$ cat src/rtl/vblank_update_scheduler.sv
// vblank_update_scheduler
//   Runs one pass of game-object state updates per video frame, inside
//   vertical blanking. A falling edge on vsync starts the pass; objects are
//   granted one at a time with a req/ack handshake, each request bounded by
//   TIMEOUT cycles. When the last object is done, commit pulses so the drawing
//   side swaps to the new positions before the next visible frame.
// Ports
//   real100clock  system clock, rising edge
//   resetN        synchronous reset, active low
//   vsync         VGA vsync (active low); falling edge starts a pass
//   enable        0: new frame starts are ignored; a running pass completes
//   updAck        per-object done; only the active object's bit is used
//   clrFlags      1-cycle pulse clearing overrun and timeoutMask
//   updReq        one-hot (or zero) registered update request
//   commit        1-cycle pulse after all objects are processed
//   busy          high from the cycle after start through the commit cycle
//   frameCount    completed passes, wraps to 0
//   timeoutMask   sticky per-object timeout flags
//   overrun       sticky: a frame start arrived while a pass was running
module vblank_update_scheduler #(
  parameter int NUM_OBJ = 4,
  parameter int TIMEOUT = 1024,
  parameter int CNT_W   = 16
) (
  input  logic               real100clock,
  input  logic               resetN,
  input  logic               vsync,
  input  logic               enable,
  input  logic [NUM_OBJ-1:0] updAck,
  input  logic               clrFlags,
  output logic [NUM_OBJ-1:0] updReq,
  output logic               commit,
  output logic               busy,
  output logic [CNT_W-1:0]   frameCount,
  output logic [NUM_OBJ-1:0] timeoutMask,
  output logic               overrun
);

  localparam int IDX_W = (NUM_OBJ > 1) ? $clog2(NUM_OBJ) : 1;
  localparam int TMO_W = $clog2(TIMEOUT);
  localparam logic [IDX_W-1:0]   LAST_IDX = IDX_W'(NUM_OBJ - 1);
  localparam logic [TMO_W-1:0]   TMO_LAST = TMO_W'(TIMEOUT - 1);
  localparam logic [NUM_OBJ-1:0] ONE_OBJ  = NUM_OBJ'(1'b1);

  typedef enum logic [1:0] {
    S_IDLE   = 2'd0,
    S_REQ    = 2'd1,
    S_GAP    = 2'd2,
    S_COMMIT = 2'd3
  } state_t;

  state_t               state_r;
  state_t               state_s;
  logic                 vs_dly_r;
  logic [IDX_W-1:0]     idx_r;
  logic [IDX_W-1:0]     idx_s;
  logic [TMO_W-1:0]     tmo_r;
  logic [TMO_W-1:0]     tmo_s;
  logic                 start_s;
  logic                 ack_s;
  logic                 tmo_hit_s;
  logic                 done_s;
  logic                 last_s;
  logic [NUM_OBJ-1:0]   upd_req_s;
  logic                 commit_s;
  logic                 busy_s;
  logic [CNT_W-1:0]     frame_count_s;
  logic [NUM_OBJ-1:0]   timeout_mask_s;
  logic                 overrun_s;

  function automatic logic [NUM_OBJ-1:0] onehot(input logic [IDX_W-1:0] i);
    onehot = ONE_OBJ << i;
  endfunction

  // Handshake qualifiers; acks only count while a request is actually out.
  assign start_s   = vs_dly_r & ~vsync;
  assign ack_s     = (state_r == S_REQ) & updAck[idx_r];
  assign tmo_hit_s = (state_r == S_REQ) & (tmo_r == TMO_LAST) & ~ack_s;
  assign done_s    = ack_s | tmo_hit_s;
  assign last_s    = (idx_r == LAST_IDX);

  // State register.
  always_ff @(posedge real100clock) begin
    if (!resetN) begin
      state_r <= S_IDLE;
    end else begin
      state_r <= state_s;
    end
  end

  // Next-state logic.
  always_comb begin
    state_s = state_r;
    case (state_r)
      S_IDLE: begin
        if (start_s && enable) begin
          state_s = S_REQ;
        end else begin
          state_s = S_IDLE;
        end
      end
      S_REQ: begin
        if (done_s) begin
          state_s = last_s ? S_COMMIT : S_GAP;
        end else begin
          state_s = S_REQ;
        end
      end
      S_GAP:    state_s = S_REQ;
      S_COMMIT: state_s = S_IDLE;
      default:  state_s = S_IDLE;
    endcase
  end

  // Next values of the datapath and registered outputs.
  always_comb begin
    idx_s         = idx_r;
    tmo_s         = tmo_r;
    upd_req_s     = updReq;
    commit_s      = 1'b0;
    busy_s        = busy;
    frame_count_s = frameCount;
    case (state_r)
      S_IDLE: begin
        if (start_s && enable) begin
          idx_s     = '0;
          tmo_s     = '0;
          upd_req_s = onehot('0);
          busy_s    = 1'b1;
        end else begin
          upd_req_s = '0;
          busy_s    = 1'b0;
        end
      end
      S_REQ: begin
        if (done_s) begin
          upd_req_s = '0;
          if (last_s) begin
            commit_s      = 1'b1;
            frame_count_s = frameCount + CNT_W'(1'b1);
          end else begin
            idx_s = idx_r + IDX_W'(1'b1);
          end
        end else begin
          tmo_s = tmo_r + TMO_W'(1'b1);
        end
      end
      S_GAP: begin
        tmo_s     = '0;
        upd_req_s = onehot(idx_r);
      end
      S_COMMIT: begin
        upd_req_s = '0;
        busy_s    = 1'b0;
      end
      default: begin
        upd_req_s = '0;
        busy_s    = 1'b0;
      end
    endcase

    // Sticky flags: a new event in the same cycle as clrFlags stays set.
    if (clrFlags) begin
      timeout_mask_s = '0;
    end else begin
      timeout_mask_s = timeoutMask;
    end
    if (tmo_hit_s) begin
      timeout_mask_s = timeout_mask_s | onehot(idx_r);
    end else begin
      timeout_mask_s = timeout_mask_s;
    end
    if (start_s && enable && (state_r != S_IDLE)) begin
      overrun_s = 1'b1;
    end else if (clrFlags) begin
      overrun_s = 1'b0;
    end else begin
      overrun_s = overrun;
    end
  end

  // Datapath and output registers.
  always_ff @(posedge real100clock) begin
    if (!resetN) begin
      vs_dly_r    <= 1'b1;
      idx_r       <= '0;
      tmo_r       <= '0;
      updReq      <= '0;
      commit      <= 1'b0;
      busy        <= 1'b0;
      frameCount  <= '0;
      timeoutMask <= '0;
      overrun     <= 1'b0;
    end else begin
      vs_dly_r    <= vsync;
      idx_r       <= idx_s;
      tmo_r       <= tmo_s;
      updReq      <= upd_req_s;
      commit      <= commit_s;
      busy        <= busy_s;
      frameCount  <= frame_count_s;
      timeoutMask <= timeout_mask_s;
      overrun     <= overrun_s;
    end
  end

endmodule
$ cat config.mk
export PLATFORM = sky130hd
export DESIGN_NAME = vblank_update_scheduler
export DESIGN_NICKNAME = d
export VERILOG_FILES = /design/src/rtl/vblank_update_scheduler.sv
export SDC_FILE = /design/constraint.sdc
export NUM_CORES = 1
export LEC_CHECK = 0
export ABC_AREA = 0
export CORE_MARGIN = 2
export CORE_UTILIZATION = 45
export CTS_BUF_LIST = sky130_fd_sc_hd__clkbuf_8
export CTS_CLUSTER_DIAMETER = 40
export DETAILED_ROUTE_END_ITERATION = 16
export GPL_TIMING_DRIVEN = 0
export PLACE_DENSITY = 0.69
export SYNTH_ARGS = -nofsm -noshare
export SYNTH_HDL_FRONTEND = slang
export SYNTH_SLANG_ARGS = --single-unit
$ cat constraint.sdc
create_clock -name real100clock -period 2.65 [get_ports real100clock]
set_input_delay 0.53 -clock real100clock [delete_from_list [all_inputs] [get_ports real100clock]]
set_output_delay 0.53 -clock real100clock [all_outputs]
set_load 0.01 [all_outputs]
==> flow_results.org, run 1 <==
** Timing
- Max-slew headroom at the worst pin :: 0.589
- Setup violations remaining at the end of the flow were counted as 0.
- Final setup margin :: 0.345 ns
- Final clock period utilization by the worst path :: 0.870
- Static timing analysis puts the maximum clock frequency at approximately 430 MHz.
- After layout, the minimum clock period comes to 2.31 ns.
- The number of hold violations in the final report is 0.
- The clock arrives with 0.0105 ns of skew.
- Setup repair after global routing left no endpoint under its margin.
- Number of slew-limit violations in the final report :: 0
- Slew of the pin with the lowest slew margin :: 0.616 ns

** Floorplanning
- The floorplan has 25 rows.
- The die is 74.9 microns wide.
- Effective utilization at floorplan :: 0.472
- The floorplan step defined a die boundary enclosing 0.00560 sq mm.
- In this run the standard cell core region covers 0.00479 sq mm.
- 36 I/O pins were placed.
- From bottom edge to top edge, the die measures 74.9 microns.

** Synth
- The most used flip-flop cell after synthesis is dfxtp_1.
- Counting distinct cell types in the post-synthesis netlist gives 51.
- Seq/Total Area, Yosys :: 0.372
- Cell area after synthesis :: 0.00226 sq mm
- After technology mapping, the gate count stands at 259.
- Yosys instantiated no cell more often than dfxtp_1.
- Synth Register Bits :: between 40 and 50
- Yosys Warn Count :: 0
- The share of synthesized area in the top cell type comes to 0.372.
- Async S/R FF share, synth :: 0
- The synthesized design contains 0 enable-type register cells.
- Synth Net Count :: ~280
- Biggest area consumer among synthesized cells :: dfxtp_1
- In the post-synthesis netlist, the biggest area contributors are dfxtp_1 37%, ha_1 6.1%, a21oi_1 5.8%.
- Ranked by instance count, the synthesized netlist is headed by 42 x dfxtp_1, 26 x a21oi_1, 18 x nand2_1.
- Average instance area after synthesis :: ~8.7 sq um

** Detailed routing
- After detailed routing, the average wire length per cell comes to about 16 microns.
- DRC violation count after routing :: 0
- Number of antenna-violating nets in the routed design :: 0
- Post-Route WL :: 5810 microns
- Via count of the routed design :: around 2.2k
- Initial drt markers :: 132
- In the routed layout, each cell is associated on average with a via count of 5.95.
- For this run, the detailed router's first-pass iteration total came to 4.

** Clocking
- Clock tree from TritonCTS :: built
- After clock tree synthesis, the setup repair step added 0 buffers.
- Number of sinks handled by clock tree synthesis :: 42
- After clock tree synthesis, the repair step resized 0 gates.
- CTS H-tree depth :: 2
- Clock tree synthesis selected as its root buffer the cell clkbuf_8.
- Clock-pin slew was measured on the worst setup and hold paths at 0.08 ns.
- Hold-fix buffers, CTS :: 0
- TritonCTS Buffers :: 5
- CTS Buffer Depth :: 2
- Clock insertion delay at the later pin of the skew report :: 0.30 ns

** Setup path
- Crit-path leading delay family :: compound AO/OA/AOI/OAI gates
- The critical path runs through a total of 8 cells.
- Cells on worst reg2reg path :: 8
- In this run the worst setup path begins at state_r[1].
- End of the worst register-to-register path :: tmo_r[5]
- Cell Chain, Critical Path :: inv_1, ha_1, clkbuf_1, inv_1, clkbuf_1, a311oi_4, a41oi_1, a311oi_1
- At the worst endpoint, the required time is 2.84 ns.
- Worst Path Max Fanout :: 10
- Counting both buffers and inverters, the worst setup path holds a total of 4.
- Following the worst setup path forward leads to its endpoint at tmo_r[5].
- The worst register-to-register path begins at state_r[1].
- Crit path capture type :: flip-flop
- On the worst path, the slowest cell contributes a delay of roughly 0.40 ns.
- CP max stage cell :: a311oi_4
- At the worst endpoint, the arrival time is 2.50 ns.
- Critical Setup Path Class :: flip-flop to flip-flop
- R2r setup slk :: 0.34 ns
- Worst setup SP type :: flip-flop

** Power
- Part of the total power dissipated in the clock network :: 0.398
- Gate power share :: 0.098
- P_sw :: about 0.31 mW
- For this design the static power due to leakage is 0.928 nW.
- Power density cells :: between 400 and 500 mW/mm^2
- Switching Fraction :: 0.247
- Power Internal :: 0.953 mW
- Across the VDD grid, the largest voltage drop is ~320 uV.
- Sequential group share of total power :: 0.505

** Worst hold path
- The worst hold path passes through 2 cells.
- The min-delay analysis places its worst path in the category flip-flop to flip-flop.

** Global routing
- Initial antenna violation count :: 0
- The first global-routing pass estimated 9430 microns of wire.
- The via count of the first global-routing pass was between 2k and 2.5k.
- For this run, the total global-route usage over all layers was measured as 0.217.
- Largest net degree at the start of global routing :: 13
- GRT overflow :: 0

** Finish
- Number of standard cells in the final layout excluding fillers :: 370
- Register area :: 841 sq um
- In the final design database the tool counted 322 nets.
- Area overhead of the layout relative to synthesis :: 24.1%
- Summing all multi-input logic gate instances after layout gives 0.00130 sq mm.
- Share of post-route cells with drive strength above 1 :: 0.0660
- 0 antenna diodes ended up in the layout.
- Final-layout fill cell count :: 442

** Place
- Routability cong. :: 0.860
- After detailed placement, the design holds a cell count of 360.
- HPWL after detailed placement :: 4130 microns
- Before CTS, the worst setup slack after placement is -0.0563 ns.
- Count of port buffers added during placement :: 34

** Run status
- Outcome :: completed

** Job
- Max-cap violations in this run came to 0.
cells by family (layout without fill, tap and decap cells):
family,Yosys count,after routing,share of synthesized area
flops,42,42,0.372
fa+ha+maj,11,11,0.0609
simple gates,101,101,0.256
compound gates,72,72,0.233
mux,4,4,0.0238
buf+inv,29,73,0.0543
metal layers:
metal / part of all wire / track usage / vias to the layer above
li1: - / - / 1080
met1: 0.45 / 0.276 / 1044
met2: 0.49 / 0.366 / 64
met3: 0.047 / 0.0415 / 13
met4: 0.017 / 0.0794 / 0
met5: 0 / 0 / -
layout by cell type (no fill, tap or decap), types with 3 or more instances in the layout:
cell type        netlist  layout
a21oi_1               26      26
a311o_1                3       3
a32oi_1                4       4
and3_1                 4       4
and4_1                 6       6
buf_4                  3       5
clkbuf_1              14      14
clkbuf_8               0       5
clkdlybuf4s50_1        0      34
dfxtp_1               42      42
ha_1                  11      11
inv_1                  8      10
nand2_1               18      18
nand2b_1               4       4
nand3_1               13      13
nand4_1                7       7
nand4b_1               3       3
nor2_1                14      14
nor4_1                 5       5
o21ai_0                4       4
o31ai_1               12      12
o41ai_1                3       3
or3_1                  4       4
or4_1                 11      11
area by class of cell:
| type | count | area share |
|---|---|---|
| clock buffers | 5 | 0.0245 |
| inverters | 9 | 0.0120 |
| flip-flops and latches | 42 | 0.300 |
| repair buffers | 36 | 0.127 |
| plain buffers | 20 | 0.0317 |
| clock inverters | 3 | 0.0134 |
| multi-input cells | 188 | 0.462 |
| well taps | 67 | 0.0299 |
stage by stage:
stage	total power, mW	utilization	setup TNS, ns	area, sq um	hold WS, ns
floorplan	0.730	-	0	2260	0.451
global placement	0.772	0.561	-0.0343	2680	0.442
CTS	1.27	0.583	0	2790	0.465
detailed placement	0.774	0.561	-0.0563	2680	0.449
finish	1.27	0.586	0	2810	0.460
global route	1.32	0.586	0	2810	0.476
worst min-delay path by stage:
stage	startpoint	to	slack, ns
5_1_grt	updReq[3]	updReq[3]	0.48
2_1_floorplan	tmo_r[3]	tmo_r[3]	0.45
4_1_cts	updReq[2]	updReq[2]	0.46
3_3_place_gp	updReq[2]	updReq[2]	0.44
6_report	updReq[2]	updReq[2]	0.46
3_5_place_dp	updReq[2]	updReq[2]	0.45
power groups by stage:
stage	clock network, mW	logic, mW	registers (mW)
after global routing	0.541	0.135	0.639
after detailed placement	0	0.120	0.653
after global placement	0	0.119	0.653
after CTS	0.511	0.120	0.639
after floorplan	0	0.0767	0.654
final	0.503	0.124	0.639
sequential cells by signal, indices dropped and copies added (netlist names):
register and count:
overrun 1, updReq 4, frameCount 16, busy 1, commit 1, vs_dly_r 1
state_r 2, tmo_r 10, idx_r 2, timeoutMask 4
worst reg2reg max path: stages, from the launching register on:
cell and delay, ns:
dfxtp_1 0.34, inv_1 0.10, ha_1 0.15, clkbuf_1 0.32
inv_1 0.13, clkbuf_1 0.30, a311oi_4 0.40, a41oi_1 0.16
a311oi_1 0.32
Note: power is estimated with default switching activity, not from simulation.
==> run 2: changes to the inputs <==
--- a/config.mk
+++ b/config.mk
@@ -7,12 +7,11 @@
 export LEC_CHECK = 0
 export ABC_AREA = 0
 export CORE_MARGIN = 2
-export CORE_UTILIZATION = 45
+export CORE_UTILIZATION = 25
 export CTS_BUF_LIST = sky130_fd_sc_hd__clkbuf_8
 export CTS_CLUSTER_DIAMETER = 40
 export DETAILED_ROUTE_END_ITERATION = 16
 export GPL_TIMING_DRIVEN = 0
-export PLACE_DENSITY = 0.69
 export SYNTH_ARGS = -nofsm -noshare
 export SYNTH_HDL_FRONTEND = slang
 export SYNTH_SLANG_ARGS = --single-unit
==> run 2 against run 1 <==
  * Power decreased by 0.91%
  * Fmax shrank 4.7%
  * Highest routed layer unchanged
  * Combinational power about the same
  * Sequential share of layout area is 0.42 points lower
  * First-iteration DRC count stayed put
  * Die area up 75%
  * Design area rose by 1.4%
  * Flip-flop and latch count is the same
  * Final cell count is 11% higher
==> flow_results.org, run 2 (synthesis gave the netlist of run 1 again) <==
** Detailed routing
- The first TritonRoute pass finished after 4 iterations.
- The detailed router finished its first iteration with between 100 and 150 violations.
- DRC violation count after routing :: 0
- Post-Route WL :: around 6000 microns
- In the routed layout, each cell is associated on average with a via count of 5.34.
- Routed length per placed instance :: 14.7 microns
- Once detail routing completed, the nets flagged for antenna violations numbered 0.
- Via count of the routed design :: 2184

** Timing
- Max Clock Skew :: 0.00371 ns
- At the pin with the least slew margin, the transition time is 0.560 ns.
- Final clock period utilization by the worst path :: 0.913
- The number of hold violations in the final report is 0.
- The total count of max-transition violations in the final report was 0.
- Highest clock frequency the design can meet :: just over 400 MHz
- Max-slew headroom at the worst pin :: 0.627
- Final period demand of the worst path :: 2.42 ns
- Final worst hold slack :: 0.468 ns
- TNS Setup :: 0 ns
- Setup repair after global routing left no endpoint under its margin.
- Across all setup checks in the final design, the least slack found is 0.231 ns.
- Final setup viols :: 0

** Finish
- At the end of the flow the core is filled with cells to 0.325.
- Count of inserted antenna diode cells :: 0
- Of the cells placed in the final design, the portion with a size suffix greater than 1 is 0.0664.
- Register ranked first by flip-flop count :: frameCount
- The area growth from synthesis to layout is 25.9%.
- Max FFs per register :: 16
- Highest-count cells in the layout ignoring fill and taps :: 42 x dfxtp_1, 34 x clkdlybuf4s50_1, 26 x a21oi_1, 18 x nand2_1
- Final-layout fill cell count :: approximately 940
- Leaving out fill and tap cells, the most frequent cell in the layout is dfxtp_1.
- # nets final :: 320
- In the final layout, the registers with the most flip-flops are frameCount (16), tmo_r (10).

** Clocking
- CTS H-tree depth :: 2
- TritonCTS Buffers :: 5
- Post-cts sizing count :: 0
- Cell at the root of the clock tree :: clkbuf_8
- Clock insertion delay at the later pin of the skew report :: around 0.3 ns
- Number of sinks handled by clock tree synthesis :: 42
- TritonCTS built the clock tree.
- Reg clk slew, reported paths :: 0.08 ns
- Post-CTS setup buffer count :: 0
- CTS Buffer Depth :: 2
- Hold-fix buffers, CTS :: 0

** Setup path
- For the worst setup path, the data arrival time is 2.61 ns.
- At the worst endpoint, the required time is 2.84 ns.
- By startpoint and endpoint, the worst setup path is classified as flip-flop to flip-flop.
- Worst setup SP type :: flip-flop
- Launch point of the critical path :: state_r[1]
- Launch instance of the worst register-to-register path :: state_r[1]
- Worst Path Max Fanout :: 10
- Crit path capture type :: flip-flop

** Global routing
- The number of antenna violations at the first check in global routing is 0.
- The first global-routing pass estimated 9820 microns of wire.
- Entering global routing, the biggest net connects 13 pins.
- For this run, the total global-route usage over all layers was measured as 0.123.
- For this run the aggregate overflow at the end of global routing stands at 0.
- Vias in the first global route :: about 1.9k

** Power
- Part of the total power dissipated in the clock network :: 0.394
- In this run the power spent charging and discharging nets is about 0.31 mW.
- Max IR drop VDD :: 207 uV
- Overall power consumption after layout is estimated at 1.25 mW.
- Switching Fraction :: 0.250
- Power density cells :: 441 mW/mm^2
- Cell internal power was estimated by the tool at 0.940 mW.
- The share of total power dissipated in combinational logic is 0.096.
- Leakage power :: 0.913 nW
- Sequential group share of total power :: 0.509

** Run status
- The run finished with clean final reports.

** Worst hold path
- Hold_sp :: updReq[1]
- The worst hold path belongs to the class flip-flop to flip-flop.

** Floorplanning
- Effective utilization at floorplan :: 0.258
- Measured along the y axis, the die boundary spans 99.1 microns.
- Floorplan Core Area :: 0.00876 sq mm
- Boundary Pins :: 36
- Total number of placement rows :: 34
- The floorplan step defined a die boundary enclosing 0.00981 sq mm.
- In this run the horizontal extent of the chip is slightly below 100 microns.

** Job
- Count of maximum capacitance violations :: 0

** Place
- The wire-length estimate of the detail-placed layout is around 4300 microns.
- Worst slack after detailed placement :: -0.00868 ns
- Routability-driven placement finished with a final weighted congestion of just over 0.8.
- Count of port buffers added during placement :: 34
run 2: path summary, 6_finish.rpt:
check,endpoint,slack [ns],cells past startpoint
worst max-delay path,tmo_r[5],0.23,8
worst min register to register,updReq[1],0.47,2
worst min-delay path,updReq[1],0.47,2
worst max register to register,tmo_r[5],0.23,8
run 2: layer usage:
metal  wire length (microns)  part of all wire  GRT usage  up-vias
li1                        -                 -          -     1083
met1                    2970              0.50      0.172     1044
met2                    2690              0.45      0.191       48
met3                     266             0.044     0.0305        9
met4                      69             0.012     0.0295        0
met5                       0                 0          0        -
run 2: metrics by stage:
stage                     instance area (sq um)  std cells
after global placement                     2740        401
final                                      2850        409
after detailed placement                   2740        401
after CTS                                  2850        409
after global routing                       2850        409
after floorplan                            2260        259
run 2: power groups by stage:
stage	Sequential (mW)	Combinational, mW	Clock [mW]
after floorplan	0.654	0.0767	0
after global placement	0.653	0.119	0
after detailed placement	0.653	0.120	0
after CTS	0.639	0.120	0.508
after global routing	0.639	0.133	0.534
final	0.638	0.121	0.495
run 2: cell type report:
type / count / area [sq um] / share of cell area
buffer: 20 / 88.8 / 0.0312
clock buffer: 8 / 110 / 0.0387
inverter: 9 / 33.8 / 0.0119
multi-input combinational: 188 / 1300 / 0.456
sequential: 42 / 841 / 0.296
tap: 108 / 135 / 0.0475
timing repair buffer: 34 / 340 / 0.120
run 2: worst max-delay path, stage by stage, from the launching register on:
cell and delay (ns):
dfxtp_1 0.33, inv_1 0.10, ha_1 0.15, clkbuf_1 0.28
inv_1 0.12, clkbuf_1 0.28, a311oi_4 0.52, a41oi_1 0.18
a311oi_1 0.35
==> patch 1, RTL diff (settings of run 2) <==
Set the parameter `NUM_OBJ` to 8 (it was 4).
--- a/src/rtl/vblank_update_scheduler.sv
+++ b/src/rtl/vblank_update_scheduler.sv
@@ -20,3 +20,3 @@
 module vblank_update_scheduler #(
-  parameter int NUM_OBJ = 4,
+  parameter int NUM_OBJ = 8,
   parameter int TIMEOUT = 1024,
Ports: changed (resized timeoutMask, updAck and updReq); port bits go from 36 to 48. No check against the original RTL was run, so the function may have changed too.
==> patch 1 against run 2 <==
Critical path depth down 1. Power up 22%. Combinational power hardly changed. Cell area grew 15%. Clock power grew 27%. Wire length is 5.3% higher. Synthesized area rose by 11%. Global-route usage fell by 0.41 points. Sequential share of layout area rose by 1.6 points. Worst setup slack improved by 0.019 ns. Sequential cell count up 9. Count of clock-buffer cells in the layout decreased by 3. Synthesized cell count increased by 4.6%. Critical path type is now input pin to flip-flop. Largest cell class unchanged.
==> patch 1: results (changes against run 2) <==
Place
  • Input/output buffers: 46 (+35%)
  • Routability congestion estimate: 0.7765 (-4.8%)
  • Detail Placement HPWL: 4681 µm (+8.1%)
  • Placed cells: 450 (+12%)

Logic synthesis
  • Distinct cells, synth: 53 (+3.9%)
  • Area share of fa/ha/maj cells after synthesis: 0.06464 (+0.003736)
  • Synth Area in Compound Gates: 0.1984 (-0.03470)
  • Largest cells by area after synthesis: dfxtp_1 41%, ha_1 6.5%, nand3_1 4.0%, nor2_1 3.7%, xnor2_1 3.5%
  • Syn_nets: 297 (+6.5%)
  • Cell count after synthesis: 271 (+4.6%)
  • Synth Area in XOR/XNOR: 0.04873 (+0.04873)
  • Synth cell count leaders: 51 x dfxtp_1, 25 x nor2_1, 20 x nand3_1
  • Post-synthesis mux area share: 0.03531 (+0.01150)

Routing
  • Met3 layer wire length in the routed design: 357 µm (+34%)
  • Met2 WL: 2801 µm (+4.1%)
  • DR iter-0 viols: 103 (-22%)
  • Final WL: 6316 µm (+5.3%)
  • Via-to-Cell Ratio: 4.862 (-8.9%)
  • WL/cell: 13.79 µm (-5.9%)

Clock network
  • Clock root cell: clkbuf_8
  • Depth of the CTS H-tree: 2 (unchanged)
  • CTS max path bufs: 2 (unchanged)

Timing
  • Hold WS: 0.4587 ns (-0.008924 ns)
  • Worst slew margin: 0.5410 (-0.08587)
  • Clock Skews: 0.01087 ns (+0.007159 ns)

Worst setup path
  • Reg2reg end: updReq[1]
  • R2R Setup Slk: 0.28 ns (+0.05 ns)
  • R2R Path Start: idx_r[0]
  • Arrival time at the worst endpoint: 2.58 ns (-0.03 ns)
  • Worst Reg-to-Reg Cells: 6 (-2)

Pwr
  • Maximum VDD drop: 0.0003169 V (+53%)
  • Static leakage power: 1.061 nW (+16%)

Global route
  • All-layer global routing usage: 0.1189 (-0.004119)
  • First-pass GRT wire length: 10730 µm (+9.3%)
  • Largest net degree at the start of global routing: 16 (+3)
  • Vias in the first global route: 2199 (+13%)
  • Initial antenna violation count: 0 (unchanged)

Cells and area
  • Layout cell share with drive strength beyond 1: 0.07077 (+0.004324)
  • Fillcell total: 1055 (+12%)

Outcome
  • Status: completed

Worst hold path
  • Worst hold start: updReq[4]
  • Hold path endpoint: updReq[4]
==> patch 1: where the power goes <==
part | leakage [nW] | switching, mW | total, mW | internal [mW]
Combinational | 0.580 | 0.0750 | 0.121 | 0.0460
Clock | 0.0695 | 0.254 | 0.628 | 0.374
Sequential | 0.411 | 0.00872 | 0.782 | 0.773
==> patch 1: cell families after synthesis <==
| logic type | after synthesis |
|---|---|
| buffers and inverters | 22 |
| DFF | 51 |
| and+or+nand+nor | 103 |
| xor gates and xnor gates | 14 |
| muxes | 5 |
| adders and majority gates | 13 |
| AOI/OAI and AO/OA | 63 |
==> patch 1: how the worst max path moves through the flow <==
| stage | slack [ns] | cells past startpoint | startpoint | endpoint |
|---|---|---|---|---|
| after CTS | 0.24 | 6 | idx_r[0] | updReq[1] |
| after global routing | 0.04 | 6 | idx_r[0] | updReq[1] |
| after global placement | -0.04 | 7 | updAck[7] | updReq[4] |
| after floorplan | 0.59 | 8 | tmo_r[0] | frameCount[8] |
| after detailed placement | -0.06 | 7 | updAck[7] | updReq[6] |
| final | 0.25 | 7 | updAck[7] | updReq[1] |
==> patch 1: metrics by stage <==
step	cell area (µm²)	setup WS, ns	setup TNS, ns
final	3276	0.2495	0
after global routing	3276	0.03887	0
after CTS	3276	0.2436	0
after detailed placement	3143	-0.05859	-0.2777
after global placement	3143	-0.04039	-0.1351
after floorplan	2516	0.5908	0
==> patch 1: layout make-up <==
cell class | instances | share of cell area
well taps | 133 | 0.05080
repair buffers | 46 | 0.1406
clock buffers | 5 | 0.02101
plain buffers | 11 | 0.01833
flip-flops and latches | 51 | 0.3117
multi-input cells | 198 | 0.4255
clock inverters | 3 | 0.01948
inverters | 11 | 0.01261
==> patch 1: worst max-delay path, stage by stage <==
cell             delay [ns]
clkdlybuf4s50_1        0.39
mux4_2                 0.53
mux2i_4                0.32
nand3_1                0.30
clkbuf_1               0.28
nand3_1                0.13
o21ai_0                0.09
==> patch 1: per-layer routing <==
metal,vias up,global-route usage
li1,1115,-
met2,59,0.1928
met1,1051,0.1624
met4,0,0.02317
met5,-,0
met3,2,0.02632
==> patch 2, RTL diff (settings of run 2) <==
Made on the original files. Re-encode `state_t` (4 states) as one-hot, 4 bits wide.
--- a/src/rtl/vblank_update_scheduler.sv
+++ b/src/rtl/vblank_update_scheduler.sv
@@ -44,7 +44,7 @@
 
-  typedef enum logic [1:0] {
-    S_IDLE   = 2'd0,
-    S_REQ    = 2'd1,
-    S_GAP    = 2'd2,
-    S_COMMIT = 2'd3
+  typedef enum logic [3:0] {
+    S_IDLE   = 4'b0001,
+    S_REQ    = 4'b0010,
+    S_GAP    = 4'b0100,
+    S_COMMIT = 4'b1000
   } state_t;
Check against the original RTL: same outputs for any inputs over 10 cycles, from zero or initial values and one cycle with resetN low; not proved beyond that.
==> patch 2 against run 2 <==
Wire length down 7.8%. Worst setup slack better by 0.054 ns. Power rose by 5.2%. Via count is 6.5% lower. Cell area shrank 0.57%. Clock power rose by 16%. Synthesized area fell by 1.9%. Sequential power grew 4.5%. Sequential cell count grew 2.
==> patch 2: results (changes against run 2) <==
Global route
  • Vias in the first global route: 1904 (-1.8%)
  • Initial antenna violation count: 0 (unchanged)
  • All-layer global routing usage: 0.1176 (-0.005398)
  • First-pass GRT wire length: 9328 µm (-5.0%)
  • Largest net degree at the start of global routing: 14 (+1)

Logic synthesis
  • Largest cells by area after synthesis: dfxtp_1 40%, mux2i_1 5.4%, nand2_1 4.2%, nand2b_1 4.2%, ha_1 3.4%
  • Synth Area in Compound Gates: 0.2037 (-0.02939)
  • Syn_nets: 259 (-7.2%)
  • Asr flop ratio synth: 0 (unchanged)
  • Avg Cell Area, Syn: 9.087 µm² (+4.1%)
  • Synth Area in XOR/XNOR: 0 (unchanged)
  • Seq/Total Area, Yosys: 0.3973 (+0.02520)
  • Area share of fa/ha/maj cells after synthesis: 0.03386 (-0.02705)
  • Number of synthesis warnings: 0 (unchanged)
  • Distinct cells, synth: 44 (-14%)
  • Synth cell count leaders: 44 x dfxtp_1, 25 x nand2_1, 17 x nor2_1
  • Post-synthesis mux area share: 0.06433 (+0.04052)

Place
  • Dpl ws: -0.01251 ns (-0.003826 ns)
  • Routability congestion estimate: 0.7894 (-3.2%)
  • Input/output buffers: 35 (+2.9%)
  • Detail Placement HPWL: 3999 µm (-7.6%)
  • Placed cells: 387 (-3.5%)
  • Area after DPL: 2703 µm² (-1.2%)

Outcome
  • Status: completed

Clock network
  • CTS max path bufs: 2 (unchanged)
  • Cts hold-fix bufs: 0 (unchanged)
  • Clock root cell: clkbuf_8
  • Clk_lat worst skew: 0.30 ns (about the same)
  • Clk slew on worst S/H paths: 0.09 ns
  • Depth of the CTS H-tree: 2 (unchanged)
  • Number of gates resized after cts: 0 (unchanged)
  • Setup bufs post-CTS: 0 (unchanged)
  • Total CTS buffers: 5 (unchanged)

Worst setup path
  • Arrival time at the worst endpoint: 2.55 ns (-0.06 ns)
  • CP max FO: 10 (unchanged)
  • Slowest cell on crit path: mux4_2
  • Slowest Stage Delay on Critical Path: 0.54 ns (+0.02 ns)
  • R2R Setup Slk: 0.40 ns (+0.17 ns)

Cells and area
  • Fillcell total: 927 (-1.5%)
  • Top flop regs: frameCount (16), tmo_r (10)
  • Total Nets Final: 301 (-5.9%)
  • Ant. Diodes: 0 (unchanged)
  • Layout cell share with drive strength beyond 1: 0.08014 (+0.01369)

Routing
  • Final WL: 5530 µm (-7.8%)
  • DR iter-0 viols: 93 (-30%)
  • Via-to-Cell Ratio: 5.167 (-3.2%)
  • DR vias: 2041 (-6.5%)

Pwr
  • P per Cell Area: 466.2 nW/µm² (+5.8%)
  • Clock share of power: 0.434 (+0.040)
  • Static leakage power: 0.9463 nW (+3.6%)
  • Sequential group share of total power: 0.506 (-0.003)
  • Maximum VDD drop: 0.0001816 V (-12%)
  • Sw power: 290.4 µW (-7.4%)

Timing
  • Worst slew margin: 0.3887 (-0.2382)
  • Clock Skews: 0.008962 ns (+0.005247 ns)
  • Setup WS post-layout: 0.2851 ns (+0.05439 ns)
  • Hold WS: 0.4642 ns (-0.003489 ns)

Worst hold path
  • Type of the most critical hold path: flip-flop to flip-flop
patch 2: cell types whose count changed after synthesis, moves of 4 or more:
| cell | change |
|---|---|
| buf_2 | +4 |
| o311ai_1 | +4 |
| a21oi_1 | -13 |
| o31ai_1 | -5 |
| nor4_1 | -4 |
| nand2b_1 | +11 |
| mux2i_1 | +10 |
| ha_1 | -5 |
| or4_1 | -5 |
| nand2_1 | +7 |
patch 2: per-layer routing:
| layer | GRT usage | wire length, µm | part of all wire | vias up |
|---|---|---|---|---|
| li1 | - | - | - | 1008 |
| met1 | 0.1640 | 2775 | 0.50 | 991 |
| met2 | 0.1844 | 2498 | 0.45 | 37 |
| met3 | 0.02577 | 205 | 0.037 | 5 |
| met4 | 0.03161 | 50 | 0.0090 | 0 |
| met5 | 0 | 0 | 0 | - |
patch 2: through the flow:
| stage | setup TNS (ns) | util |
|---|---|---|
| after floorplan | 0 | - |
| after global placement | -0.01090 | 0.3114 |
| after detailed placement | -0.01251 | 0.3114 |
| after CTS | 0 | 0.3260 |
| after global routing | 0 | 0.3260 |
| final | 0 | 0.3260 |
patch 2: area by class of cell:
cell class	instances	area share
Clock inverter	1	0.01061
Buffer	18	0.02919
Inverter	5	0.006634
Clock buffer	7	0.03406
Timing Repair Buffer	35	0.1238
Tap cell	108	0.04777
Multi-Input combinational cell	177	0.4365
Sequential cell	44	0.3114
patch 2: worst max-delay path: cells and delay by family:
family                 cells  cell delay, ns
AO/OA/AOI/OAI              2            0.44
buffers and inverters      3            0.91
multiplexers               2            0.68
patch 2: worst paths after layout:
check        startpoint       end  cells past startpoint
max           updAck[3]  tmo_r[4]                      7
min            tmo_r[7]  tmo_r[7]                      2
max reg2reg    idx_r[0]  tmo_r[4]                      6
min reg2reg    tmo_r[7]  tmo_r[7]                      2
